`src/rtl/kp_midi_ctrl.sv`:
```
// MIDI note-on/off parser driving Karplus-Strong trig/velocity/delay_length; KP_MIDI_OMNI_EN accepts all channels.
// Latency: LOAD one cycle after the D2 strobe, outputs update at end of LOAD, trig falls one cycle later.
// No backpressure: events during a pulse go to a one-deep pending slot, newest wins.
module kp_midi_ctrl #(
  parameter int TRIG_HOLD = 8,
  parameter int MIN_DELAY = 2
) (
  input  logic        a_clk,
  input  logic        reset_n,
  input  logic [7:0]  rx_data,
  input  logic        rx_valid,
  input  logic        rx_err,
  input  logic [3:0]  midi_chan,
  output logic        trig,
  output logic [6:0]  velocity,
  output logic [11:0] delay_length,
  output logic        note_gate,
  output logic [6:0]  note_num,
  output logic        busy
);

  localparam int CW = (TRIG_HOLD > 2) ? $clog2(TRIG_HOLD) : 1;

  typedef enum logic [1:0] {WAIT_STATUS, WAIT_D1, WAIT_D2} p_state_e;
  typedef enum logic [1:0] {S_IDLE, S_LOAD, S_LOW, S_GAP} s_state_e;

  p_state_e  pstate_q, pstate_d;
  logic [7:0] rs_q, rs_d;
  logic       rs_vld_q, rs_vld_d;
  logic [6:0] d1_q, d1_d;
  logic       msg_done;
  logic       chan_ok, note_on_ev, note_off_ev;
  logic [6:0] d2;

  s_state_e  sstate_q, sstate_d;
  logic [CW-1:0] cnt_q, cnt_d;
  logic [6:0] cur_note_q, cur_note_d, cur_vel_q, cur_vel_d;
  logic       pend_vld_q, pend_vld_d;
  logic [6:0] pend_note_q, pend_note_d, pend_vel_q, pend_vel_d;
  logic [6:0] vel_q, vel_d, note_q, note_d;
  logic [11:0] dly_q, dly_d;
  logic       gate_q, gate_d, trig_q, trig_d;

  logic [6:0]  fold_n;
  logic [3:0]  semi, shift;
  logic [11:0] base, shifted, dly_calc;

  assign d2 = rx_data[6:0];

`ifdef KP_MIDI_OMNI_EN
  logic unused_chan;
  assign unused_chan = ^{midi_chan, rs_q[3:0]};
  assign chan_ok = 1'b1;
`else
  assign chan_ok = (rs_q[3:0] == midi_chan);
`endif

  assign note_on_ev  = msg_done && chan_ok && (rs_q[7:4] == 4'h9) && (d2 != 7'd0);
  assign note_off_ev = msg_done && chan_ok &&
                       ((rs_q[7:4] == 4'h8) || ((rs_q[7:4] == 4'h9) && (d2 == 7'd0)));

  // Byte parser: running status, realtime passthrough, one/two data-byte messages
  always_comb begin
    pstate_d = pstate_q;
    rs_d     = rs_q;
    rs_vld_d = rs_vld_q;
    d1_d     = d1_q;
    msg_done = 1'b0;
    if (rx_err) begin
      pstate_d = WAIT_STATUS;
      rs_vld_d = 1'b0;
    end else if (rx_valid) begin
      if (rx_data >= 8'hF8) begin
        // realtime bytes leave the parser untouched
      end else if (rx_data >= 8'hF0) begin
        rs_vld_d = 1'b0;
        pstate_d = WAIT_STATUS;
      end else if (rx_data[7]) begin
        rs_d     = rx_data;
        rs_vld_d = 1'b1;
        pstate_d = WAIT_D1;
      end else begin
        case (pstate_q)
          WAIT_D2: begin
            msg_done = 1'b1;
            pstate_d = WAIT_D1;
          end
          default: begin
            if (rs_vld_q) begin
              d1_d = d2;
              // program change / channel pressure complete on their single data byte
              if ((rs_q[7:4] == 4'hC) || (rs_q[7:4] == 4'hD)) pstate_d = WAIT_D1;
              else pstate_d = WAIT_D2;
            end
          end
        endcase
      end
    end
  end

  // Note number to delay-line length: octave-shifted lookup, floored at MIN_DELAY
  always_comb begin
    fold_n = (cur_note_q < 7'd24) ? (7'(cur_note_q % 7'd12) + 7'd24) : cur_note_q;
    semi   = 4'(fold_n % 7'd12);
    shift  = 4'(fold_n / 7'd12) - 4'd2;
    case (semi)
      4'd0:    base = 12'd2935;
      4'd1:    base = 12'd2771;
      4'd2:    base = 12'd2615;
      4'd3:    base = 12'd2468;
      4'd4:    base = 12'd2330;
      4'd5:    base = 12'd2199;
      4'd6:    base = 12'd2076;
      4'd7:    base = 12'd1959;
      4'd8:    base = 12'd1849;
      4'd9:    base = 12'd1745;
      4'd10:   base = 12'd1647;
      default: base = 12'd1555;
    endcase
    shifted  = base >> shift;
    dly_calc = (shifted < 12'(MIN_DELAY)) ? 12'(MIN_DELAY) : shifted;
  end

  // Trigger sequencer, pending slot and output registers
  always_comb begin
    sstate_d    = sstate_q;
    cnt_d       = cnt_q;
    cur_note_d  = cur_note_q;
    cur_vel_d   = cur_vel_q;
    pend_vld_d  = pend_vld_q;
    pend_note_d = pend_note_q;
    pend_vel_d  = pend_vel_q;
    vel_d       = vel_q;
    note_d      = note_q;
    dly_d       = dly_q;
    gate_d      = gate_q;
    trig_d      = (sstate_q != S_LOW);
    case (sstate_q)
      S_IDLE: begin
        if (note_on_ev) begin
          cur_note_d = d1_q;
          cur_vel_d  = d2;
          sstate_d   = S_LOAD;
        end else if (pend_vld_q) begin
          cur_note_d = pend_note_q;
          cur_vel_d  = pend_vel_q;
          pend_vld_d = 1'b0;
          sstate_d   = S_LOAD;
        end
      end
      S_LOAD: begin
        cnt_d    = '0;
        sstate_d = S_LOW;
      end
      S_LOW: begin
        if (cnt_q == CW'(TRIG_HOLD - 1)) begin
          cnt_d    = '0;
          sstate_d = S_GAP;
        end else begin
          cnt_d = cnt_q + CW'(1);
        end
      end
      default: begin
        if (cnt_q == CW'(TRIG_HOLD - 1)) begin
          cnt_d = '0;
          if (pend_vld_q) begin
            cur_note_d = pend_note_q;
            cur_vel_d  = pend_vel_q;
            pend_vld_d = 1'b0;
            sstate_d   = S_LOAD;
          end else begin
            sstate_d = S_IDLE;
          end
        end else begin
          cnt_d = cnt_q + CW'(1);
        end
      end
    endcase
    // a note arriving while the sequencer is occupied overwrites the pending slot
    if (note_on_ev && (sstate_q != S_IDLE)) begin
      pend_vld_d  = 1'b1;
      pend_note_d = d1_q;
      pend_vel_d  = d2;
    end
    if (note_off_ev && pend_vld_q && (pend_note_q == d1_q)) pend_vld_d = 1'b0;
    if (sstate_q == S_LOAD) begin
      vel_d  = cur_vel_q;
      note_d = cur_note_q;
      dly_d  = dly_calc;
      gate_d = 1'b1;
    end else if (note_off_ev && (d1_q == note_q)) begin
      gate_d = 1'b0;
    end
  end

  // State registers with synchronous active-low reset
  always_ff @(posedge a_clk) begin
    if (!reset_n) begin
      pstate_q    <= WAIT_STATUS;
      rs_q        <= 8'h00;
      rs_vld_q    <= 1'b0;
      d1_q        <= 7'd0;
      sstate_q    <= S_IDLE;
      cnt_q       <= '0;
      cur_note_q  <= 7'd60;
      cur_vel_q   <= 7'd0;
      pend_vld_q  <= 1'b0;
      pend_note_q <= 7'd0;
      pend_vel_q  <= 7'd0;
      vel_q       <= 7'd0;
      note_q      <= 7'd60;
      dly_q       <= 12'd366;
      gate_q      <= 1'b0;
      trig_q      <= 1'b1;
    end else begin
      pstate_q    <= pstate_d;
      rs_q        <= rs_d;
      rs_vld_q    <= rs_vld_d;
      d1_q        <= d1_d;
      sstate_q    <= sstate_d;
      cnt_q       <= cnt_d;
      cur_note_q  <= cur_note_d;
      cur_vel_q   <= cur_vel_d;
      pend_vld_q  <= pend_vld_d;
      pend_note_q <= pend_note_d;
      pend_vel_q  <= pend_vel_d;
      vel_q       <= vel_d;
      note_q      <= note_d;
      dly_q       <= dly_d;
      gate_q      <= gate_d;
      trig_q      <= trig_d;
    end
  end

  assign trig         = trig_q;
  assign velocity     = vel_q;
  assign delay_length = dly_q;
  assign note_gate    = gate_q;
  assign note_num     = note_q;
  assign busy         = (sstate_q != S_IDLE) || pend_vld_q;

endmodule
```
`config.mk`:
```
export PLATFORM = sky130hd
export DESIGN_NAME = kp_midi_ctrl
export DESIGN_NICKNAME = d
export VERILOG_FILES = /design/src/rtl/kp_midi_ctrl.sv
export SDC_FILE = /design/constraint.sdc
export NUM_CORES = 1
export LEC_CHECK = 0
export CORE_ASPECT_RATIO = 2
export CORE_MARGIN = 5
export CORE_UTILIZATION = 50
export DETAILED_ROUTE_END_ITERATION = 10
export PLACE_DENSITY = 0.66
export SETUP_SLACK_MARGIN = 0.15
export SLEW_MARGIN = 20
export SYNTH_ARGS = -nofsm -noshare
export SYNTH_HDL_FRONTEND = slang
export SYNTH_SLANG_ARGS = --single-unit
```
`constraint.sdc`:
```
create_clock -name a_clk -period 5.7 [get_ports a_clk]
set_input_delay 1.14 -clock a_clk [delete_from_list [all_inputs] [get_ports a_clk]]
set_output_delay 1.14 -clock a_clk [all_outputs]
set_load 0.01 [all_outputs]
```
======== Word-level counts from Yosys, hierarchy flattened ========
Memory sizes are Yosys's and may differ from the RTL's.
Index checks and enable logic that the tools add are counted.
storage, ports and cells
  register bits ........................... 80
  bits in read-only memories .............. 192
  bits of input ports ..................... 16
  output and inout port bits .............. 29
  logic and storage cells ................. 120
  memories kept ........................... 1
memories
  memory            depth  width  rd ports  clocked after Yosys merged registers in  write ports  RTL line  text
  (name not given)  16     12     1         0                                        0            106       case (semi)
operators by class
  add/sub/neg operators ................... 3
  div/mod/pow operators ................... 3
  order comparisons ....................... 4
  equal/unequal tests ..................... 16
  shifts and indexed selects .............. 1
  muxes and demuxes ....................... 37
  bitwise gates (word level) .............. 7
  reduce and logical (&&, ||, !) cells .... 32
operators with widths
  cell                 number
  $mux 7               7
  $pmux 7 s2           2
  $mux 2               9
  $eq 4x4->1 const B   4
  $ge 8x8->1 const B   2
  $eq 7x7->1           2
  $mod 7x4->7 const B  2
  $mux 1               14
  $lt 12x2->1 const B  1
  $mux 12              1
  $reduce_and 3->1     4
  $shr 12x4->12        1
  $logic_and 1x1->1    9
  $reduce_bool 2->1    4
  $add 7x5->7 const B  1
  $div 7x4->7 const B  1
  $logic_not 7->1      1
  $lt 7x5->1 const B   1
  $not 1->1            7
  $reduce_and 7->1     1
  $reduce_bool 7->1    1
  $ne 3x3->1 const B   2
  $pmux 2 s3           1
  $pmux 3 s2           1
  other kinds (17)     24

======== Logic depth before layout (Yosys ltp) ========
Gate-level depths: netlist of the first run.
  depth in word-level cells ............... 13
  depth in mapped cells ................... 22
  depth with buffers taken out ............ 19

======== Least setup slack after synthesis of the first run ========
Ideal clock, no wire load.
  path type ............................... flip-flop to flip-flop
  from .................................... register cur_note_q[4]
  to ...................................... register dly_q[0] (netlist: delay_length[0])
  library setup time ...................... 79 ps
  data arrival time ....................... 3977 ps
  required time ........................... 5621 ps
  setup slack ............................. 1644 ps
  stages on the path, launching flop included .. 21
  path buffers ............................ 4
  clock period less this slack ............ 4056 ps
  path through ............................ dfxtp_1 buf_4 buf_4 buf_2 o21ai_0 nor2b_1 a311oi_1 ha_1 nand2b_1 o21ai_2 nor2_1 buf_2 o21ai_2 inv_1 ha_1 xor2_1 nor2_1 nand2_1 o41ai_1 a21oi_1 a211oi_2
on the way
  longest elaborated chain between the ends .. 8
  elaborated cells on any way between the ends .. 11
  classes of those cells .................. 2 x add/sub; 3 x div; 2 x order compare; 1 x shift; 2 x mux; 1 x memory
ends and longest elaborated chain
  item                                          RTL line  text
  start: declaration                            37        logic [6:0] cur_note_q, cur_note_d, cur_vel_q, cur_vel_d;
  start signal: assignment                      222       cur_note_q <= cur_note_d;
  $mod 7x4->7                                   103       fold_n = (cur_note_q < 7'd24) ? (7'(cur_note_q % 7'd12) + 7'd24) : cur_note_q;
  $add 7x5->7                                   103
  $mux 7 *                                      103
  $mod 7x4->7 or $div 7x4->7 (tied branches)    104, 105
  $mem_v2 16x12 or $sub 4x2->4 (tied branches)  n/a
  $shr 12x4->12 *                               120       shifted = base >> shift;
  $lt 12x2->1                                   121       dly_calc = (shifted < 12'(MIN_DELAY)) ? 12'(MIN_DELAY) : shifted;
  $mux 12 *                                     121
  end signal: assignment                        229       dly_q <= dly_d;
  end: declaration                              41        logic [11:0] dly_q, dly_d;
Mark *: on every way between the ends. The rest lies on a longest branch, timed or not.
A chain may end at the register's enable or synchronous reset.

======== Final worst setup path of the first run ========
  from .................................... register cur_note_q[3]
  to ...................................... register dly_q[0] (netlist: delay_length[0])
Same word-level chain as after synthesis.

==> results of run 1 <==
metal layers:
metal | share of wire [%] | wire length [um] | vias to the layer above | global-route usage (%)
met1 | 37 | 6176 | 2496 | 25.42
met5 | 0 | 0 | - | 0
met3 | 3.7 | 619 | 56 | 4.004
li1 | - | - | 2512 | -
met2 | 54 | 9146 | 152 | 46.10
met4 | 5.1 | 857 | 0 | 13.76
registers in the layout, summed over array words and instances, names as in the netlist, 2 cells and up:
name / count
pstate_q: 2
pend_vel_q: 7
velocity: 7
delay_length: 12
d1_q: 7
cur_note_q: 7
sstate_q: 2
cur_vel_q: 7
rs_q: 8
note_num: 7
cnt_q: 3
pend_note_q: 7
worst max-delay path: stages, from the launching register on:
cell	delay, ps
dfxtp_1	690
nor2b_1	150
nand2_1	120
o21ai_0	80
nor2b_1	150
a311oi_1	250
ha_1	320
nand2b_1	290
o21ai_2	300
nor2_1	90
buf_4	180
o21ai_2	180
inv_1	170
ha_1	540
inv_1	160
nor2_1	360
o21ai_0	190
a211oi_2	350
nor4_2	100
a211oi_2	150
synth_stat cells (9+ instances only):
cell / n
inv_1: 20
ha_1: 15
nor2_1: 45
dfxtp_1: 80
o21ai_0: 37
o211ai_1: 10
a21oi_1: 48
nor3_1: 10
nand2b_1: 11
buf_2: 9
xnor2_1: 16
nor2b_1: 50
clkbuf_1: 26
nand2_1: 39
a211oi_1: 12
mux2i_1: 50
nand3b_1: 14
kinds of logic (layout without fill, tap and decap cells):
family                     Yosys count  after routing
muxes                               50             50
and+or+nand+nor                    229            229
AOI/OAI and AO/OA                  207            207
buffers and inverters               71             93
xor gates and xnor gates            25             25
other                                1              1
adders and majority gates           15             15
DFF                                 80             80
worst min path at each step:
stage	cells after the start	start	slack, ps	endpoint
finish	2	pstate_q[0]	460	pstate_q[0]
global route	2	pstate_q[0]	520	pstate_q[0]
CTS	2	pstate_q[0]	460	pstate_q[0]
detailed placement	2	pstate_q[0]	450	pstate_q[0]
global placement	2	pstate_q[0]	440	pstate_q[0]
floorplan	2	pstate_q[0]	430	pstate_q[0]
layout make-up:
cell class	count	area, um2
clock buffer	9	225.2
clock inverter	7	55.05
fill	1070	4831
inverter	20	75.07
multi-input combinational	527	3719
sequential	80	1602
tap	142	177.7
timing repair buffer	57	533.0
report_power, final:
part,total [uW],internal [uW],switching (uW)
combinational,191,81.8,110
clock,544,299,246
sequential,586,575,10.9
metrics by stage:
stage / instance area, um2 / power [uW]
global route: 6386 / 1376
CTS: 6386 / 1331
detailed placement: 6106 / 792.5
global placement: 6106 / 788.2
floorplan: 5652 / 716.7
finish: 6386 / 1321
placed cells by master (no fill, tap or decap), drive strengths merged, types with 14 or more instances in the layout:
cell,count
dfxtp,80
a21oi,51
nor2b,50
mux2i,50
o21ai,49
nor2,46
clkdlybuf4s50,43
nand2,39
inv,22
xnor2,16
ha,15
nand3b,14
buf,14
a211oi,14
==> results.json, run 1 <==
{
  "status": "finished, final reports clean",
  "slew_headroom_pct": 35.21,
  "synth_nets": 709,
  "ctsResizeCount": 0,
  "arrival_ps": 5180,
  "dp_hpwl_mm": 12.59,
  "synth_compound_area_share_pct": 26.23,
  "rr_startpoint": "cur_note_q[3]",
  "finalNonFillerCells": 842,
  "tritoncts": "built",
  "io_buffer_count": 44,
  "rsz0062_at_grt": "no",
  "synth_warnings": 0,
  "yosys.area_share.simple_pct": 23.00,
  "synth-seq-area-share_pct": 28.34,
  "period_share_pct": 86.22,
  "min_path_type": "flop to flop",
  "synth.area.top_cells": "dfxtp_1, mux2i_1, nor2b_1",
  "p_leak_uw": 0.002231,
  "worstMarginPinSlew_ps": 971.9,
  "max_cap_viol_count": 0,
  "synth_ff_type": "dfxtp_1",
  "root_buffer": "clkbuf_16",
  "cts_max_level": 3,
  "setup_viol": 0,
  "drtPass1Iterations": 5,
  "required_ps": 5960,
  "avgSynthCellArea_um2": 8.336,
  "synth_top_family_by_area": "compound AO/OA/AOI/OAI gates",
  "clock_latency_ps": 340,
  "rows": 55,
  "crit_path_start": "cur_note_q[3]",
  "hold_slack_ps": 459.5,
  "muxShareOfSynthArea_pct": 8.855,
  "drive_above_1_share_pct": 9.286,
  "dieWidth_um": 85.18,
  "antenna_found_initial": 0,
  "drv_slew": 0,
  "grt_pass1_wl_mm": 27.02,
  "async_flop_share_pct": 0,
  "fin_skew_ps": 10.21,
  "yosys.area_share.adder_pct": 3.321,
  "drc_errors": 0,
  "yosysTopAreaCell": "dfxtp_1",
  "clock_path_buffers": 2,
  "reg2reg_slack_ps": 790,
  "routed_wirelength_mm": 16.80,
  "period_needed_ps": 4914,
  "synth-xor-area-share_pct": 4.007,
  "p_per_area_nw_per_um2": 206.9,
  "placed_cells": 826,
  "synth-edff-count": 0,
  "reg2regPathDepth": 19,
  "n_antenna_cell": 0,
  "yosysUniqueCellTypes": 93,
  "pre_cts_ws_ps": 861.5,
  "vias": 5216,
  "die-area_um2": 13660,
  "tns_ps": 0,
  "ys_ff_latch": 80,
  "r2r_end": "delay_length[0]",
  "first_iter_violations": 351,
  "syn_inst": 678,
  "pin_count": 45,
  "routedWlPerCell_um": 19.95,
  "final_core_util_pct": 56.93,
  "viasPerCell": 6.195,
  "crit_fanout": 14,
  "start_util_pct": 50.38,
  "cts_made_buffers": 9,
  "max_freq_ghz": 0.2035,
  "path_clk_slew_ps": 70,
  "overflow": 0,
  "grt_pass1_vias": 5283,
  "syn2layout_area_growth_pct": 13.00,
  "startpoint_type": "flop",
  "gp_congestion": 0.9381,
  "drt.antenna.violating_nets": 0,
  "clock-sinks": 80,
  "peakVddDrop_mv": 0.2084,
  "synth_top_area_share_pct": 28.34,
  "final-hold-violation-count": 0,
  "die_h_um": 160.4,
  "fin_ws_ps": 785.6,
  "core_area_um2": 11220,
  "post_cts_buffers": 0,
  "syn-cell-area_um2": 5652,
  "worstSetupEndpoint": "delay_length[0]",
  "crit_path_end_kind": "flop",
  "nets": 726,
  "path_class": "flop to flop",
  "grtUsageTotal_pct": 24.77,
  "grt_max_degree": 61,
  "hold_buffers": 0
}
(Power assumes the default switching activity.)
==> run 2: changes to the inputs <==
DONT_BUFFER_PORTS = 1   (was unset)
PLACE_DENSITY = 0.61   (was 0.66)
==> results.json, run 2 (synthesized netlist as in run 1, its figures left out) <==
{
  "clockPowerShare_pct": 47.3,
  "arrival_ps": 4900,
  "grt_max_degree": 81,
  "largest_reg_flops": 12,
  "path_clk_slew_ps": 60,
  "r2r_end": "delay_length[0]",
  "period_needed_ps": 4648,
  "clock_latency_ps": 330,
  "start_util_pct": 50.38,
  "crit_fanout": 13,
  "drv_slew": 0,
  "peakVddDrop_mv": 0.1953,
  "pre_cts_ws_ps": 1027,
  "grt_pass1_vias": 5145,
  "io_buffer_count": 0,
  "tritoncts": "built",
  "fin_skew_ps": 7.466,
  "ctsResizeCount": 0,
  "hold_buffers": 0,
  "overflow": 0,
  "final_cell_mix": "dfxtp_1, nor2b_1, mux2i_1, a21oi_1, nor2_1",
  "final_common_cell": "dfxtp_1",
  "drt.antenna.violating_nets": 0,
  "root_buffer": "clkbuf_16",
  "fin_ws_ps": 1052,
  "period_share_pct": 81.54,
  "required_ps": 5960,
  "routedWlPerCell_um": 21.74,
  "max_cap_viol_count": 0,
  "routed_wirelength_mm": 17.28,
  "reg2reg_slack_ps": 1050,
  "dieWidth_um": 85.18,
  "grtUsageTotal_pct": 25.61,
  "path_class": "flop to flop",
  "swShare_pct": 24.06,
  "p_sw_uw": 333.6,
  "clock-sinks": 80,
  "rr_startpoint": "cur_note_q[6]",
  "rows": 55,
  "drtPass1Iterations": 4,
  "p_leak_uw": 0.002079,
  "drive_above_1_share_pct": 9.188,
  "p_comb_share_pct": 10.0,
  "max_freq_ghz": 0.2152,
  "crit_path_end_kind": "flop",
  "grt_pass1_wl_mm": 27.49,
  "final-hold-violation-count": 0,
  "slew_headroom_pct": 35.21,
  "die-area_um2": 13660,
  "cts_made_buffers": 9,
  "holdCritStartpoint": "pstate_q[0]",
  "antenna_found_initial": 0,
  "pin_count": 45,
  "min_path_type": "flop to flop",
  "startpoint_type": "flop",
  "die_h_um": 160.4,
  "core_area_um2": 11220,
  "final_core_util_pct": 53.41,
  "rsz0062_at_grt": "no",
  "worstHoldEndpoint": "pstate_q[0]",
  "status": "finished, final reports clean",
  "nets": 680,
  "p_seq_share_pct": 42.7,
  "reg2regPathDepth": 17,
  "hold_slack_ps": 466.6,
  "gp_congestion": 0.9925,
  "first_iter_violations": 333,
  "intPower_uw": 1053,
  "min_path_cells": 2,
  "cts_max_level": 3,
  "viasPerCell": 6.382,
  "post_cts_buffers": 0,
  "drc_errors": 0,
  "p_per_area_nw_per_um2": 231.5,
  "n_antenna_cell": 0,
  "syn2layout_area_growth_pct": 6.000,
  "tns_ps": 0,
  "vias": 5074,
  "clock_path_buffers": 2,
  "dp_hpwl_mm": 13.02,
  "worstMarginPinSlew_ps": 971.9,
  "setup_viol": 0
}
-- run 2: per-stage QoR --
| step | std cells | area, um2 | power, uW |
|---|---|---|---|
| after floorplan | 678 | 5652 | 716.7 |
| after global placement | 780 | 5655 | 741.7 |
| after detailed placement | 780 | 5655 | 744.0 |
| after CTS | 795 | 5991 | 1404 |
| after global routing | 795 | 5991 | 1442 |
| final | 795 | 5991 | 1387 |
-- run 2: how the worst max path moves through the flow --
| stage | from | to | slack, ps | cells past startpoint |
|---|---|---|---|---|
| after detailed placement | cur_note_q[6] | delay_length[0] | 1030 | 17 |
| after CTS | cur_note_q[6] | delay_length[0] | 1010 | 17 |
| after floorplan | cur_note_q[4] | delay_length[0] | 1640 | 20 |
| after global placement | cur_note_q[6] | delay_length[0] | 1220 | 17 |
| after global routing | cur_note_q[2] | delay_length[0] | 630 | 17 |
| final | cur_note_q[6] | delay_length[0] | 1050 | 17 |
-- run 2: routing by layer --
metal  vias up  part of all wire, %  global-route usage (%)  routed length [um]
met5         -                    0                       0                   0
li1       2421                    -                       -                   -
met1      2426                   34                   24.68                5926
met3        61                  3.6                   3.901                 619
met4         0                  6.6                   18.08                1146
met2       166                   55                   47.70                9587
-- run 2: worst max-delay path, stage by stage, from the launching register on --
cell and delay, ps:
dfxtp_1 570, buf_4 280, xor2_2 160, nor2b_1 70, a311oi_1 300, ha_1 330
nand2b_1 280, o21ai_2 300, nor2_1 110, o21ai_2 170, inv_1 150, ha_1 530
inv_1 150, nor2_1 380, nand2_1 100, o41ai_1 370, a21oi_1 100, a211oi_2 220
-- run 2: power by group through the flow --
| stage | clock network [uW] | registers [uW] | logic [uW] |
|---|---|---|---|
| 3_3_place_gp | 0 | 604 | 137 |
| 3_5_place_dp | 0 | 605 | 139 |
| 5_1_grt | 697 | 594 | 151 |
| 6_report | 656 | 592 | 139 |
| 2_1_floorplan | 0 | 600 | 117 |
| 4_1_cts | 672 | 592 | 139 |
-- run 2: layout make-up --
class,count,area [um2]
fillers,1044,5226
repair buffers,11,82.58
flip-flops and latches,80,1602
clock buffers,10,229.0
well taps,142,177.7
clock inverters,5,106.4
multi-input cells,527,3719
inverters,20,75.07
